**src/rtl/pipeline_ctrl_pkg.sv**
```systemverilog
// Shared types for the execute-stage pipeline sequencing controller.
// Holds the controller state encoding and the width of the bubble counter.
package pipeline_ctrl_pkg;

  typedef enum logic [1:0] {
    CTRL_RUN    = 2'd0,
    CTRL_BUBBLE = 2'd1,
    CTRL_HOLD   = 2'd2
  } ctrl_state_t;

  // Wide enough for the largest post-redirect bubble run (7)
  localparam int BUBBLE_CNT_W = 3;

endpackage

```
**src/rtl/pipeline_flush_controller_sat_counter.sv**
```systemverilog
// Saturating up-counter used for the controller performance counters.
// Sticks at all-ones instead of wrapping.
module sat_counter #(
  parameter int W = 16
) (
  input  logic         clk,
  input  logic         rst_n,
  input  logic         inc,
  output logic [W-1:0] count
);

  // Count qualified events, holding at the maximum value
  always_ff @(posedge clk or negedge rst_n) begin
    if (!rst_n) begin
      count <= '0;
    end else if (inc && (count != '1)) begin
      count <= count + W'(1);
    end
  end

endmodule

```
**src/rtl/pipeline_flush_controller.sv**
```systemverilog
// Stall/flush/redirect sequencing for fetch, decode and execute around the
// execute-stage conditional unit. Handles post-redirect bubble runs and
// defers redirects that resolve while the memory stage is busy.
// Optional build macro: PIPE_PERF_COUNTERS_EN enables the BranchCnt/StallCnt
// performance counters; without it both outputs are tied to zero.
module pipeline_flush_controller
  import pipeline_ctrl_pkg::*;
#(
  parameter int REDIRECT_BUBBLES = 1,
  parameter int CNT_W            = 16
) (
  input  logic             clk,
  input  logic             rst_n,
  input  logic             BranchTakenE,
  input  logic             PCSrcECU,
  input  logic             LoadUseD,
  input  logic             MemBusyM,
  output logic             StallF,
  output logic             StallD,
  output logic             StallE,
  output logic             FlushD,
  output logic             FlushE,
  output logic             RedirectF,
  output logic [1:0]       CtrlState,
  output logic [CNT_W-1:0] BranchCnt,
  output logic [CNT_W-1:0] StallCnt
);

  localparam logic [BUBBLE_CNT_W-1:0] BUB_LOAD   = BUBBLE_CNT_W'(REDIRECT_BUBBLES);
  localparam ctrl_state_t             REDIR_NEXT = (REDIRECT_BUBBLES > 0) ? CTRL_BUBBLE : CTRL_RUN;

  ctrl_state_t             state;
  ctrl_state_t             nextState;
  logic                    pend;
  logic                    nextPend;
  logic [BUBBLE_CNT_W-1:0] bubCnt;
  logic [BUBBLE_CNT_W-1:0] nextBubCnt;

  logic rd;
  logic doFreeze;
  logic doRedirect;
  logic doLoadUse;
  logic bubbleFlush;
  logic bubbleFreeze;

  logic stallF;
  logic stallD;
  logic stallE;
  logic flushD;
  logic flushE;
  logic redirectF;

  assign rd = BranchTakenE | PCSrcECU;

  // State, deferred-redirect flag and bubble counter; reset discards all of them
  always_ff @(posedge clk or negedge rst_n) begin
    if (!rst_n) begin
      state  <= CTRL_RUN;
      pend   <= 1'b0;
      bubCnt <= '0;
    end else begin
      state  <= nextState;
      pend   <= nextPend;
      bubCnt <= nextBubCnt;
    end
  end

  // Next-state logic and classification of this cycle's pipeline action
  always_comb begin
    nextState    = state;
    nextPend     = pend;
    nextBubCnt   = bubCnt;
    doFreeze     = 1'b0;
    doRedirect   = 1'b0;
    doLoadUse    = 1'b0;
    bubbleFlush  = 1'b0;
    bubbleFreeze = 1'b0;

    case (state)
      CTRL_RUN: begin
        // Memory freeze beats a redirect, which beats a wrong-path load-use
        if (MemBusyM) begin
          doFreeze  = 1'b1;
          nextPend  = rd;
          nextState = CTRL_HOLD;
        end else if (rd) begin
          doRedirect = 1'b1;
        end else if (LoadUseD) begin
          doLoadUse = 1'b1;
        end
      end

      CTRL_HOLD: begin
        if (MemBusyM) begin
          doFreeze = 1'b1;
          nextPend = pend | rd;
        end else begin
          // Leave on the falling cycle itself; a deferred redirect fires now
          nextPend  = 1'b0;
          nextState = CTRL_RUN;
          if (pend | rd) begin
            doRedirect = 1'b1;
          end else if (LoadUseD) begin
            doLoadUse = 1'b1;
          end
        end
      end

      CTRL_BUBBLE: begin
        // Execute holds a bubble, so rd and LoadUseD are not meaningful here
        bubbleFlush = 1'b1;
        if (MemBusyM) begin
          bubbleFreeze = 1'b1;
        end else begin
          nextBubCnt = bubCnt - BUBBLE_CNT_W'(1);
          if (bubCnt <= BUBBLE_CNT_W'(1)) begin
            nextState = CTRL_RUN;
          end
        end
      end

      default: begin
        nextState  = CTRL_RUN;
        nextPend   = 1'b0;
        nextBubCnt = '0;
      end
    endcase

    if (doRedirect) begin
      nextBubCnt = BUB_LOAD;
      nextState  = REDIR_NEXT;
    end
  end

  // Map actions onto stage controls; decode flush wins over stall in a bubble
  always_comb begin
    stallF    = doFreeze | doLoadUse | bubbleFreeze;
    stallD    = doFreeze | doLoadUse;
    stallE    = doFreeze | bubbleFreeze;
    flushD    = doRedirect | bubbleFlush;
    flushE    = doRedirect | doLoadUse;
    redirectF = doRedirect;
  end

  // Controls are forced quiet while reset is held, whatever the inputs do
  assign StallF    = rst_n & stallF;
  assign StallD    = rst_n & stallD;
  assign StallE    = rst_n & stallE;
  assign FlushD    = rst_n & flushD;
  assign FlushE    = rst_n & flushE;
  assign RedirectF = rst_n & redirectF;
  assign CtrlState = state;

`ifdef PIPE_PERF_COUNTERS_EN
  sat_counter #(.W(CNT_W)) uBranchCnt (
    .clk   (clk),
    .rst_n (rst_n),
    .inc   (RedirectF),
    .count (BranchCnt)
  );

  sat_counter #(.W(CNT_W)) uStallCnt (
    .clk   (clk),
    .rst_n (rst_n),
    .inc   (StallF),
    .count (StallCnt)
  );
`else
  assign BranchCnt = '0;
  assign StallCnt  = '0;
`endif

endmodule

```
**config.mk**
```make
export PLATFORM = sky130hd
export DESIGN_NAME = pipeline_flush_controller
export DESIGN_NICKNAME = d
export VERILOG_FILES = /design/src/rtl/pipeline_ctrl_pkg.sv /design/src/rtl/pipeline_flush_controller_sat_counter.sv /design/src/rtl/pipeline_flush_controller.sv
export SDC_FILE = /design/constraint.sdc
export NUM_CORES = 1
export LEC_CHECK = 0
export ABC_AREA = 1
export ABC_CLOCK_PERIOD_IN_PS = 1100
export BUFFER_PORTS_ARGS = -buffer_cell sky130_fd_sc_hd__buf_2
export CAP_MARGIN = 20
export CORE_MARGIN = 1.5
export CORE_UTILIZATION = 39
export CTS_CLUSTER_SIZE = 25
export DETAILED_ROUTE_END_ITERATION = 10
export GPL_ROUTABILITY_DRIVEN = 0
export MAX_ROUTING_LAYER = met4
export PLACE_DENSITY_LB_ADDON = 0.05
export SYNTH_ARGS = -nofsm -noshare
export SYNTH_HDL_FRONTEND = slang
export SYNTH_HIERARCHICAL = 1
export SYNTH_SLANG_ARGS = --single-unit
```
**constraint.sdc**
```tcl
create_clock -name clk -period 1.1 [get_ports clk]
set_input_delay 0.055 -clock clk [delete_from_list [all_inputs] [get_ports clk]]
set_output_delay 0.055 -clock clk [all_outputs]
set_load 0.02 [all_outputs]
```
* After elaboration in Yosys (flattened, before gate mapping)
Cells that the tools add are included.
Storage, ports and cells: register bits after elaboration 6, latch bits 0, bits in writable memories 0, memory bits (read-only) 0, input bits 6, output and inout bits 40, memories kept 0
Cells by class: add/subtract/negate cells 1, $mul 0, div/mod/pow operators 0, $lt $le $gt $ge 1, equality and inequality tests 8, shifts and indexed selects 0, multiplexer cells 27, bitwise gates (word level) 14, reductions and logical operators 5
Operator list (number):
- 1-bit two-way mux | 15
- 3-bit inequality test, second input constant | 4
- 2-bit two-way mux | 5
- 1-bit bitwise OR | 7
- 1-bit AND | 6
- 3-bit two-way mux | 2
- 2-bit case mux with 3 select lines | 1
- 3-bit case mux with 2 select lines | 1
- 1-bit case mux with 2 select lines | 2
- 2-bit AND reduction | 2
- 4-bit AND reduction | 1
- 3-bit by 1-bit less-or-equal comparator with 1-bit output, second input constant | 1
- 1-bit case mux with 3 select lines | 1
- 3-bit by 1-bit subtractor with 3-bit output, second input constant | 1
- 2-bit by 1-bit equality test with 1-bit output, second input constant | 1
- 2-bit equality test, second input constant | 1
- 2-bit logical NOT | 1
- 2-bit by 1-bit inequality test with 1-bit output, second input constant | 1
- 2-bit inequality test, second input constant | 1
- 2-bit OR reduction | 1
- 1-bit NOT | 1

* Longest topological paths before layout
depth in word-level cells 8, mapped depth 8, mapped depth without buffers 8

* Worst setup path after synthesis
No wires, ideal clock.
path type reg-to-output, start register state[1], in the netlist CtrlState[1], end output port FlushE, arrival time 1.241 ns, data required time 1.045 ns, path slack -0.196 ns, stages on the path, launching flop included 5, path buffers 0, cell sequence dfrtp_1 > nand2_1 > nand2_1 > nand2_2 > o21ai_0
On the way: cells in the longest elaborated chain, start to end 4
RTL lines:
- start, declared | RTL line pipeline_flush_controller.sv:32 | ctrl_state_t state;
- start signal, assigned | RTL line pipeline_flush_controller.sv:62 | state <= nextState;
- 2-bit equality test or 2-bit logical NOT (tied branches) | RTL line pipeline_flush_controller.sv:79 | case (state)
- 1-bit case mux with 2 select lines | RTL line pipeline_flush_controller.sv:79
- 1-bit bitwise OR * | RTL line pipeline_flush_controller.sv:141 | flushE = doRedirect | doLoadUse;
- 1-bit AND * | RTL line pipeline_flush_controller.sv:150 | assign FlushE = rst_n & flushE;
- end, declared | RTL line pipeline_flush_controller.sv:22 | output logic FlushE,
Mark *: on every way between the ends. The rest lies on a longest branch, timed or not.

* Worst setup path after layout
Same ends and word-level chain as after synthesis.

==> results.md <==
- Max FO, Critical Path: 4
- Post-synthesis mux area share: 0
- WP buf/inv: 2
- R2R cell count: 8
- DRT Pass-1 Iters: 3
- Endpoint type of the worst setup path: output port
- Fmax: 0.750 GHz
- Floorplan row count: 14
- DRT iter0 DRCs: 6
- Share of cells above drive strength 1: 0.358
- Worst EP arrival: approximately 1.3 ns
- Critical path, cell by cell: nand2_1 -> nand2_2 -> buf_4 -> nand2_2 -> o21ai_1 -> buf_4
- TritonCTS buffer count: 3
- IO Count: 46
- Asr flop ratio synth: 1.00
- Dpl hpwl: around 860 µm
- Setup Crit Path Kind: flip-flop to output port
- Port-buffer cells: 13
- Pleak: between 0.5 and 0.6 nW
- Worst hold path type: input port to flip-flop
- Initial Util: 0.418
- Final core utilization: 0.524
- Clock slew at reported path FFs: 0.05 ns
- Aggregate global routing overflow: 0
- Max clock buf depth: 2
- Area leader, netlist: buf_4
- Most frequent cells after synthesis: buf_4, nand2_1, inv_1
- CTS tree: built
- Slowest stage delay, CP: roughly 0.40 ns
- Post-Synth Simple-Gate Area: 0.236
- Sequential area share after synthesis: 0.236
- Final instance area: between 700 and 800 µm²
- Setup crit start kind: flip-flop
- Synthesized netlist cell count: a little over 90
- Unrepaired setup endpoints after global routing: true
- Post-synthesis area per instance: approximately 7 µm²
- Pwr per Cell Area: between 2000 and 2500 nW/µm²
- Final Hold Violating Endpoints: 0
- Post-synth cell types: 15
- XOR/XNOR Fraction of Synth Area: 0
- Die H: 43.4 µm
- Seq cells post-synth: 6
- Pre-CTS setup slack: -0.0226 ns
- Post-synth top flop: dfrtp_1
- Final wirelength: about 1.2 mm
- Sink Count: 6
- Largest family of logic cells by synthesized area: buffers and inverters
- Max-Cap Viols: 0
- Critical Path Stages: 6
- Top Family by Delay on Critical Path: flip-flops
- Vias: about 520
- Full die area: 1880 µm²
- Drc violations: 0
- Core ar.: around 1500 µm²
- Tcrit/Tclk final: 1.21
- Slowest CP cell: dfrtp_1
- Status: complete, but fails checks
- Skew-Pair Late Insertion Delay: roughly 0.25 ns
- # H-tree levels: 1
- Vias per inst: about 3.8
- Adder-cell share of the synthesized area: 0.0393
- Final setup viols: 11
- Largest cells by area after synthesis: buf_4, dfrtp_1, nand2_1
- Gr usage total: 0.123
- Setup TNS: -1.81 ns
- Vias in the first global route: between 400 and 500
- Failing checks: setup timing
- Placed inst area: around 630 µm²
- DR WL/cell: approximately 8.3 µm
- Post-synth design cell area: approximately 640 µm²
- Chip width: roughly 43 µm
- Antenna violations before repair: 0
- Post-synthesis compound-gate area fraction: 0.0472
- Post-synth top area share: 0.377
- Tmin final: ~1.3 ns
- Max-slew violations: 0
- Nets: ~130
- Top-count cell post-synth: buf_4
- Syn-to-layout area delta: 25.3%
- Ys Warns: 6
- Largest net degree at the start of global routing: 6
- Worst vdd ir: 1.01 mV
- Post-synth EDFFs: 0
- Power Total: around 1.7 mW
- Root Driver: clkbuf_4
- Data required, critical path: between 1 and 1.5 ns
- Setup ws final: -0.233 ns
- Number of diodes: 0
- Post-route ant nets: 0
- First-pass GRT wire length: 1.68 mm
- Hold Path Cell Cnt: 3
- Clock Skews: approximately 0.0073 ns
cells by family (layout without fill, tap and decap cells):
logic type / Yosys count / count (layout)
AO/OA/AOI/OAI: 6 / 6
adder cells (fa/ha/maj): 2 / 2
buffers and inverters: 42 / 43
flip-flops: 6 / 6
other: 1 / 32
AND/OR/NAND/NOR: 34 / 34
power by group:
part / leakage (nW) / switching [mW] / internal (mW)
clock: 0.0150 / 0.0803 / 0.137
combinational: 0.414 / 0.647 / 0.474
sequential: 0.0751 / 0.0662 / 0.314
total: 0.504 / 0.793 / 0.926
worst paths after layout:
kind / from / end / slack (ns)
max: CtrlState[1]$_DFFE_PN0P_ / FlushE / -0.23
min: MemBusyM / CtrlState[1]$_DFFE_PN0P_ / 0.14
max reg2reg: CtrlState[1]$_DFFE_PN0P_ / pend$_DFFE_PN0P_ / -0.19
min reg2reg: pend$_DFFE_PN0P_ / pend$_DFFE_PN0P_ / 0.49
max in group asynchronous: rst_n / bubCnt[0]$_DFFE_PN0P_ / 0.60
min in group asynchronous: rst_n / CtrlState[0]$_DFFE_PN0P_ / 0.21
worst register-to-register path, cell delays in order, from the launching register on:
cell and delay (ns):
dfrtp_1 0.40, nand2_1 0.08, nand2_2 0.08, inv_2 0.04, buf_4 0.12, buf_4 0.12, buf_4 0.12, buf_4 0.12
o21ai_0 0.14
layout by cell type, fill, tap and decap left out, types with 2 or more instances in the layout:
cell      netlist  layout
inv_2           1       3
nand3_1         4       4
nand2_2         2       4
clkbuf_4        0       3
buf_4          32      18
conb_1          1      32
nand2_4         1       2
buf_2           0       7
buf_6           0       3
nor2_1          6       5
o21ai_1         0       2
inv_1           9       7
dfrtp_1         6       5
o21ai_0         4       2
ha_1            2       2
nand2_1        19      16
cell type report:
type	instances	area (µm²)
fillers	173	726
repair buffers	29	214
flip-flops and latches	6	151
well taps	16	20.0
multi-input cells	74	349
inverters	10	37.5
clock buffers	4	26.3
per-stage QoR:
stage,instances,hold WS [ns]
floorplan,122,-0.241
global placement,123,-0.129
detailed placement,123,-0.128
CTS,137,0.175
global route,139,0.153
finish,139,0.138
layer usage:
metal  wire (µm)  vias up  part of all wire  GRT usage
met3          84        0             0.073     0.0542
met4           0        0                 0          0
met2         623       24              0.54      0.212
met5           0        -                 0          -
li1            -      277                 -          -
met1         451      223              0.39      0.142
state kept, by name, indices dropped and copies added (netlist names):
signal,count
CtrlState,2
bubCnt,3
pend,1
timing repair:
| item | 4_1_cts | 5_1_grt |
|---|---|---|
| endpoints found under the setup margin | 9 | 11 |
| buffers inserted | 9 | 2 |
| hold buffers | 1 | 0 |
| pin swaps | 5 | 4 |
| endpoints found under the hold margin | 6 | 0 |
| gates resized for setup | 14 | 3 |
Note: power is estimated with default switching activity, not from simulation.
